[src/rtl/fxp_blend_clamp_pipe.sv]
// Three-stage fixed-point blend: y = clamp(deadband(KV * (WT*t + WZ*z))) on a valid/ready stream.
// Define FXP_BLEND_ROUND_EN to round half toward +inf at both rescaling shifts instead of truncating.
module fxp_blend_clamp_pipe #(
    parameter int W       = 32,
    parameter int FRAC    = 16,
    parameter int WT_P    = 49152,
    parameter int WZ_P    = 16384,
    parameter int KV_P    = 32768,
    parameter int LIMIT_P = 131072,
    parameter int EPS_P   = 655,
    parameter int CNT_W   = 16
) (
    input  logic                clk,
    input  logic                rst_n,
    input  logic                in_valid,
    output logic                in_ready,
    input  logic signed [W-1:0] in_t,
    input  logic signed [W-1:0] in_z,
    output logic                out_valid,
    input  logic                out_ready,
    output logic signed [W-1:0] out_y,
    output logic                out_sat,
    input  logic                clr_cnt,
    output logic [CNT_W-1:0]    sat_cnt
);

`ifdef FXP_BLEND_ROUND_EN
    localparam int RND = 1;
`else
    localparam int RND = 0;
`endif

    // Rounding adds a half-LSB offset before the shift, so every sum carries one spare bit.
    localparam int SW  = W + 1 + RND;
    localparam int MW  = W + 2 + RND;
    localparam int P1W = 2 * W + RND;
    localparam int P2W = SW + W + RND;

    localparam logic signed [P1W-1:0] WT_C  = P1W'(WT_P);
    localparam logic signed [P1W-1:0] WZ_C  = P1W'(WZ_P);
    localparam logic signed [P2W-1:0] KV_C  = P2W'(KV_P);
    localparam logic signed [P1W-1:0] HALF1 = P1W'(RND) << (FRAC - 1);
    localparam logic signed [P2W-1:0] HALF2 = P2W'(RND) << (FRAC - 1);
    localparam logic signed [MW-1:0]  LIM_M = MW'(LIMIT_P);
    localparam logic signed [MW-1:0]  EPS_M = MW'(EPS_P);
    localparam logic signed [W-1:0]   LIM_W = W'(LIMIT_P);
    localparam logic [CNT_W-1:0]      CNT_MAX = '1;

    // Handshake: a beat moves on valid && ready. The only stall source is a held
    // output (out_valid && !out_ready); then every stage freezes and in_ready drops.
    // Otherwise all stages advance together and empty slots travel as valid=0.
    logic w_stall;
    logic w_adv;

    logic                r_s1_valid;
    logic signed [SW-1:0] r_s1_s;
    logic                r_s2_valid;
    logic signed [MW-1:0] r_s2_m;
    logic                r_out_valid;
    logic signed [W-1:0] r_out_y;
    logic                r_out_sat;
    logic [CNT_W-1:0]    r_sat_cnt;

    assign w_stall = r_out_valid && !out_ready;
    assign w_adv   = !w_stall;

    // Stage 1: weighted sum of target and measurement.
    logic signed [P1W-1:0] w_t_ext;
    logic signed [P1W-1:0] w_z_ext;
    logic signed [P1W-1:0] w_pt_prod;
    logic signed [P1W-1:0] w_pz_prod;
    logic signed [SW-1:0]  w_pt;
    logic signed [SW-1:0]  w_pz;
    logic signed [SW-1:0]  w_s;

    assign w_t_ext   = P1W'(in_t);
    assign w_z_ext   = P1W'(in_z);
    assign w_pt_prod = w_t_ext * WT_C + HALF1;
    assign w_pz_prod = w_z_ext * WZ_C + HALF1;
    assign w_pt      = SW'(w_pt_prod >>> FRAC);
    assign w_pz      = SW'(w_pz_prod >>> FRAC);
    assign w_s       = w_pt + w_pz;

    // Stage 2: output gain, kept wide so the clamp sees the true magnitude.
    logic signed [P2W-1:0] w_s_ext;
    logic signed [P2W-1:0] w_m_prod;
    logic signed [MW-1:0]  w_m;

    assign w_s_ext  = P2W'(r_s1_s);
    assign w_m_prod = w_s_ext * KV_C + HALF2;
    assign w_m      = MW'(w_m_prod >>> FRAC);

    // Stage 3: deadband first, then symmetric clamp; exactly +/-LIMIT passes unflagged.
    logic                w_in_db;
    logic signed [W-1:0] w_res;
    logic                w_sat;

    assign w_in_db = (r_s2_m < EPS_M) && (r_s2_m > -EPS_M);

    always_comb begin
        w_res = r_s2_m[W-1:0];
        w_sat = 1'b0;
        if (w_in_db) begin
            w_res = '0;
        end else if (r_s2_m > LIM_M) begin
            w_res = LIM_W;
            w_sat = 1'b1;
        end else if (r_s2_m < -LIM_M) begin
            w_res = -LIM_W;
            w_sat = 1'b1;
        end
    end

    always_ff @(posedge clk) begin
        if (!rst_n) begin
            r_s1_valid  <= 1'b0;
            r_s1_s      <= '0;
            r_s2_valid  <= 1'b0;
            r_s2_m      <= '0;
            r_out_valid <= 1'b0;
            r_out_y     <= '0;
            r_out_sat   <= 1'b0;
            r_sat_cnt   <= '0;
        end else begin
            if (w_adv) begin
                r_s1_valid  <= in_valid;
                r_s1_s      <= w_s;
                r_s2_valid  <= r_s1_valid;
                r_s2_m      <= w_m;
                r_out_valid <= r_s2_valid;
                r_out_y     <= w_res;
                r_out_sat   <= w_sat && r_s2_valid;
            end
            // Clear has priority over a same-cycle saturated transfer.
            if (clr_cnt) begin
                r_sat_cnt <= '0;
            end else if (r_out_valid && out_ready && r_out_sat && (r_sat_cnt != CNT_MAX)) begin
                r_sat_cnt <= r_sat_cnt + 1'b1;
            end
        end
    end

    assign in_ready  = rst_n && !w_stall;
    assign out_valid = r_out_valid;
    assign out_y     = r_out_y;
    assign out_sat   = r_out_sat;
    assign sat_cnt   = r_sat_cnt;

endmodule
[config.mk]
export PLATFORM = sky130hd
export DESIGN_NAME = fxp_blend_clamp_pipe
export DESIGN_NICKNAME = d
export VERILOG_FILES = /design/src/rtl/fxp_blend_clamp_pipe.sv
export SDC_FILE = /design/constraint.sdc
export NUM_CORES = 1
export LEC_CHECK = 0
export BUFFER_PORTS_ARGS = -buffer_cell sky130_fd_sc_hd__buf_2
export CAP_MARGIN = 20
export CORE_UTILIZATION = 50
export DETAILED_ROUTE_END_ITERATION = 16
export MAX_ROUTING_LAYER = met4
export PLACE_DENSITY = 0.72
export SETUP_SLACK_MARGIN = 0.1
export SYNTH_ARGS = -nofsm -noshare
export SYNTH_HDL_FRONTEND = slang
export SYNTH_SLANG_ARGS = --single-unit
[constraint.sdc]
create_clock -name clk -period 7.7 [get_ports clk]
set_input_delay 1.155 -clock clk [delete_from_list [all_inputs] [get_ports clk]]
set_output_delay 1.155 -clock clk [all_outputs]
set_load 0.05 [all_outputs]
==> flow_summary.json <==
{
  "ys_warn_count": 0,
  "clk_pin_slew_ns": 0.05,
  "fin_skew_ns": 0.00838,
  "num_antenna_cells": 0,
  "slew_headroom": 0.599,
  "root_buffer": "clkbuf_16",
  "cts_buffer_depth": 2,
  "rsz0062_at_grt": "no",
  "post-route-min-period_ns": 5.99,
  "drv_cap": 0,
  "hold_slack_ns": 0.431,
  "num_rows": 44,
  "clk_latency_ns": 0.41,
  "slew_violations": 0,
  "cp_max_fo": 5,
  "multi_input_area_um2": 4960,
  "netlist.area_leader.share": 0.311,
  "critPathLaunch": "in_t[2]",
  "die_area_um2": 15400,
  "first_pass_iters": 4,
  "initialDrtViolationCount": 239,
  "crit_required_ns": 7.97,
  "ant_nets": 0,
  "ioPinCount": 120,
  "setup_viol": 0,
  "cp_cell_sequence": "buf_2 > ha_1 > ha_1 > a21o_1 > a21oi_1 > nor2b_1 > a221o_1 > a31oi_1 > o21ai_0 > a21o_1 > a21oi_1 > xnor2_1 > ha_1 > and3_1 > and2_1 > and3_1 > a211oi_1 > o31ai_1 > o21a_1 > o2111a_1 > a211o_1 > xnor2_1 > o21ai_0",
  "fin_cells": 1230,
  "htree_num_levels": 4,
  "hold_path_class": "reg -> reg",
  "yosys_most_used_dff": "dfxtp_1",
  "cts_made_buffers": 17,
  "portBuffers": 117,
  "dpl.hpwl_um": 12100,
  "regArea_um2": 2320,
  "dp.cells": 1202,
  "cts.sinks": 116,
  "place.gp.congestion": 0.903,
  "holdBufCountCts": 0,
  "start_util": 0.514,
  "p_leak_uw": 0.00405,
  "viasPerCell": 5.40,
  "status": "finished, final reports clean",
  "chipHeight_um": 124,
  "async_flop_share": 0,
  "critical-path-top-delay-family": "compound AO/OA/AOI/OAI gates",
  "synth_cells": 924,
  "cpMostUsedCell": "ha_1",
  "yosys-top-cells-area": "dfxtp_1, ha_1, nand2_1",
  "grt_pass1_wl_um": 27400,
  "grt_max_degree": 59,
  "cts_tree": "built",
  "cts_resized": 0,
  "synth.distinct_cells": 58,
  "grt_usage": 0.216,
  "syn2layout_area_growth_pct": 17.3,
  "ys_seq_area_frac": 0.311,
  "grt-ovfl-total": 0,
  "r2r_slack_ns": 5.07,
  "tns_ns": 0,
  "worstSetupEndpointType": "flop",
  "worstSetupPathType": "in -> reg",
  "final-hold-violation-count": 0,
  "synth_nets": 1089,
  "worst_ep_arrival_time_ns": 6.26,
  "syn_avg_cell_area_um2": 8.09,
  "antenna_found_initial": 0,
  "nNetsFinal": 1202,
  "min_from": "out_y[17]$_SDFFE_PN0N_",
  "power_density_nw_per_um2": 269,
  "synth.cell_area_um2": 7470,
  "timing.fmax_mhz": 167,
  "postCtsSetupBuffers": 0,
  "die_width_um": 124,
  "grt_pass1_vias": 6062,
  "drive_above_1_share": 0.158,
  "critical-path-max-stage-delay_ns": 0.41,
  "r2r_start": "r_s2_m[31]$_SDFFE_PN0N_",
  "fin_crit_sh": 0.777,
  "tightest_slew_ns": 0.602,
  "yosys_register_bits": 116,
  "fillers": 1372,
  "routed_wl_um": 15900,
  "via_count": 6643,
  "crit_buf_inv": 1,
  "synth_area_leader_cell": "dfxtp_1",
  "synth_edf_count": 0,
  "cp-start-kind": "input pin",
  "wire_per_inst_um": 12.9,
  "drc": 0,
  "max-vdd-ir-drop_mv": 0.146,
  "core_area_um2": 14500,
  "cpMaxStageDelayCell": "a31oi_1"
}
-- layout make-up --
cell class,count,share of cell area
clock buffer,24,0.0595
tap,184,0.0263
multi-input combinational,756,0.566
clock inverter,4,0.00257
timing repair buffer,121,0.0702
sequential,116,0.265
inverter,25,0.0107
-- report_power, final --
| part | internal [uW] | switching [uW] | leakage [uW] |
|---|---|---|---|
| logic | 364 | 493 | 0.00283 |
| registers | 714 | 79.5 | 0.000950 |
| clock network | 460 | 247 | 0.000272 |
-- synthesized netlist by cell type (3+ instances only) --
cell / number
a211oi_1: 11
nand3_1: 15
o21ai_0: 49
nand2_1: 158
ha_1: 94
o211ai_1: 8
clkbuf_1: 25
o31ai_1: 3
a211o_1: 3
inv_1: 22
and2_1: 6
nor2_1: 63
nor4_1: 6
a21o_1: 34
o21bai_1: 8
o21a_1: 6
nand2b_1: 6
xor2_1: 28
a21oi_1: 112
dfxtp_1: 116
a22o_1: 17
xnor2_1: 40
or3_1: 7
a31o_2: 3
nand4_1: 14
and3_1: 11
a31oi_1: 5
nor3_1: 15
nor2b_1: 6
-- per-layer routing --
layer,routed length (um),track usage,share of wire,vias to the layer above
met4,237,0.0716,0.015,0
met5,0,-,0,-
met1,8190,0.290,0.52,2953
met2,6860,0.326,0.43,137
met3,603,0.0397,0.038,24
li1,-,-,-,3529
-- cells in the final DEF, fill, tap and decap left out, types with 2 or more instances in the layout --
cell / netlist / routed
a211o_1: 3 / 3
and3_1: 11 / 11
nand3_1: 15 / 15
o31ai_1: 3 / 3
o31a_1: 2 / 2
inv_1: 22 / 22
and2_1: 6 / 6
clkinv_2: 0 / 3
nor3_1: 15 / 15
o211ai_1: 8 / 8
nor2_1: 63 / 62
clkbuf_8: 0 / 7
nor4_1: 6 / 6
clkbuf_16: 0 / 17
a22o_1: 17 / 17
a211oi_1: 11 / 11
a31oi_1: 5 / 5
or3_1: 7 / 7
fa_1: 2 / 2
dfxtp_1: 116 / 116
nand2_1: 158 / 158
nand4_1: 14 / 14
a21o_1: 34 / 34
ha_1: 94 / 94
xnor2_1: 40 / 40
buf_4: 0 / 4
inv_2: 2 / 2
o21a_1: 6 / 6
nand2b_1: 6 / 5
buf_2: 0 / 117
a221o_1: 2 / 2
a21oi_1: 112 / 112
a31o_2: 3 / 3
nor2b_1: 6 / 5
o21ai_0: 49 / 49
xor2_1: 28 / 28
o21bai_1: 8 / 8
-- per-stage QoR --
stage                     cell area (um2)  total power, uW   util  setup slack [ns]
final                                8760             2360  0.603              1.71
after global routing                 8760             2530  0.603              1.27
after CTS                            8760             2370  0.603              1.68
after detailed placement             8220             1650  0.566              1.26
after global placement               8220             1640  0.566              1.31
after floorplan                      7470             1470      -              1.97
-- final timing paths --
kind                             endpoint  depth (start not counted)
setup / recovery  r_s1_s[32]$_SDFFE_PN0N_                         23
hold / removal     out_y[17]$_SDFFE_PN0N_                          2
setup reg to reg    out_y[2]$_SDFFE_PN0N_                          9
hold reg to reg    out_y[17]$_SDFFE_PN0N_                          2
-- flip-flops by register name (all words and copies together) (netlist names) --
register / cells
r_s1_valid: 1
sat_cnt: 16
out_valid: 1
r_s1_s: 32
r_s2_valid: 1
r_s2_m: 32
out_sat: 1
out_y: 32
-- kinds of logic after synthesis --
group,after synthesis,share of synthesized area
and+or+nand+nor,313,0.186
DFF,116,0.311
AOI/OAI and AO/OA,278,0.233
xor gates and xnor gates,68,0.0797
adders and majority gates,96,0.163
muxes,1,0.00134
buffers and inverters,52,0.0271
-- worst reg2reg max path: stages (launching register included) --
cell and delay, ns:
dfxtp_1 0.43, nand4_1 0.13, or4_4 0.57, or3_4 0.42
clkinv_1 0.05, nand4_1 0.10, a21oi_2 0.27, inv_2 0.08
nor2_4 0.34, a22o_1 0.19
No activity file was read; power rests on OpenSTA's default activity.
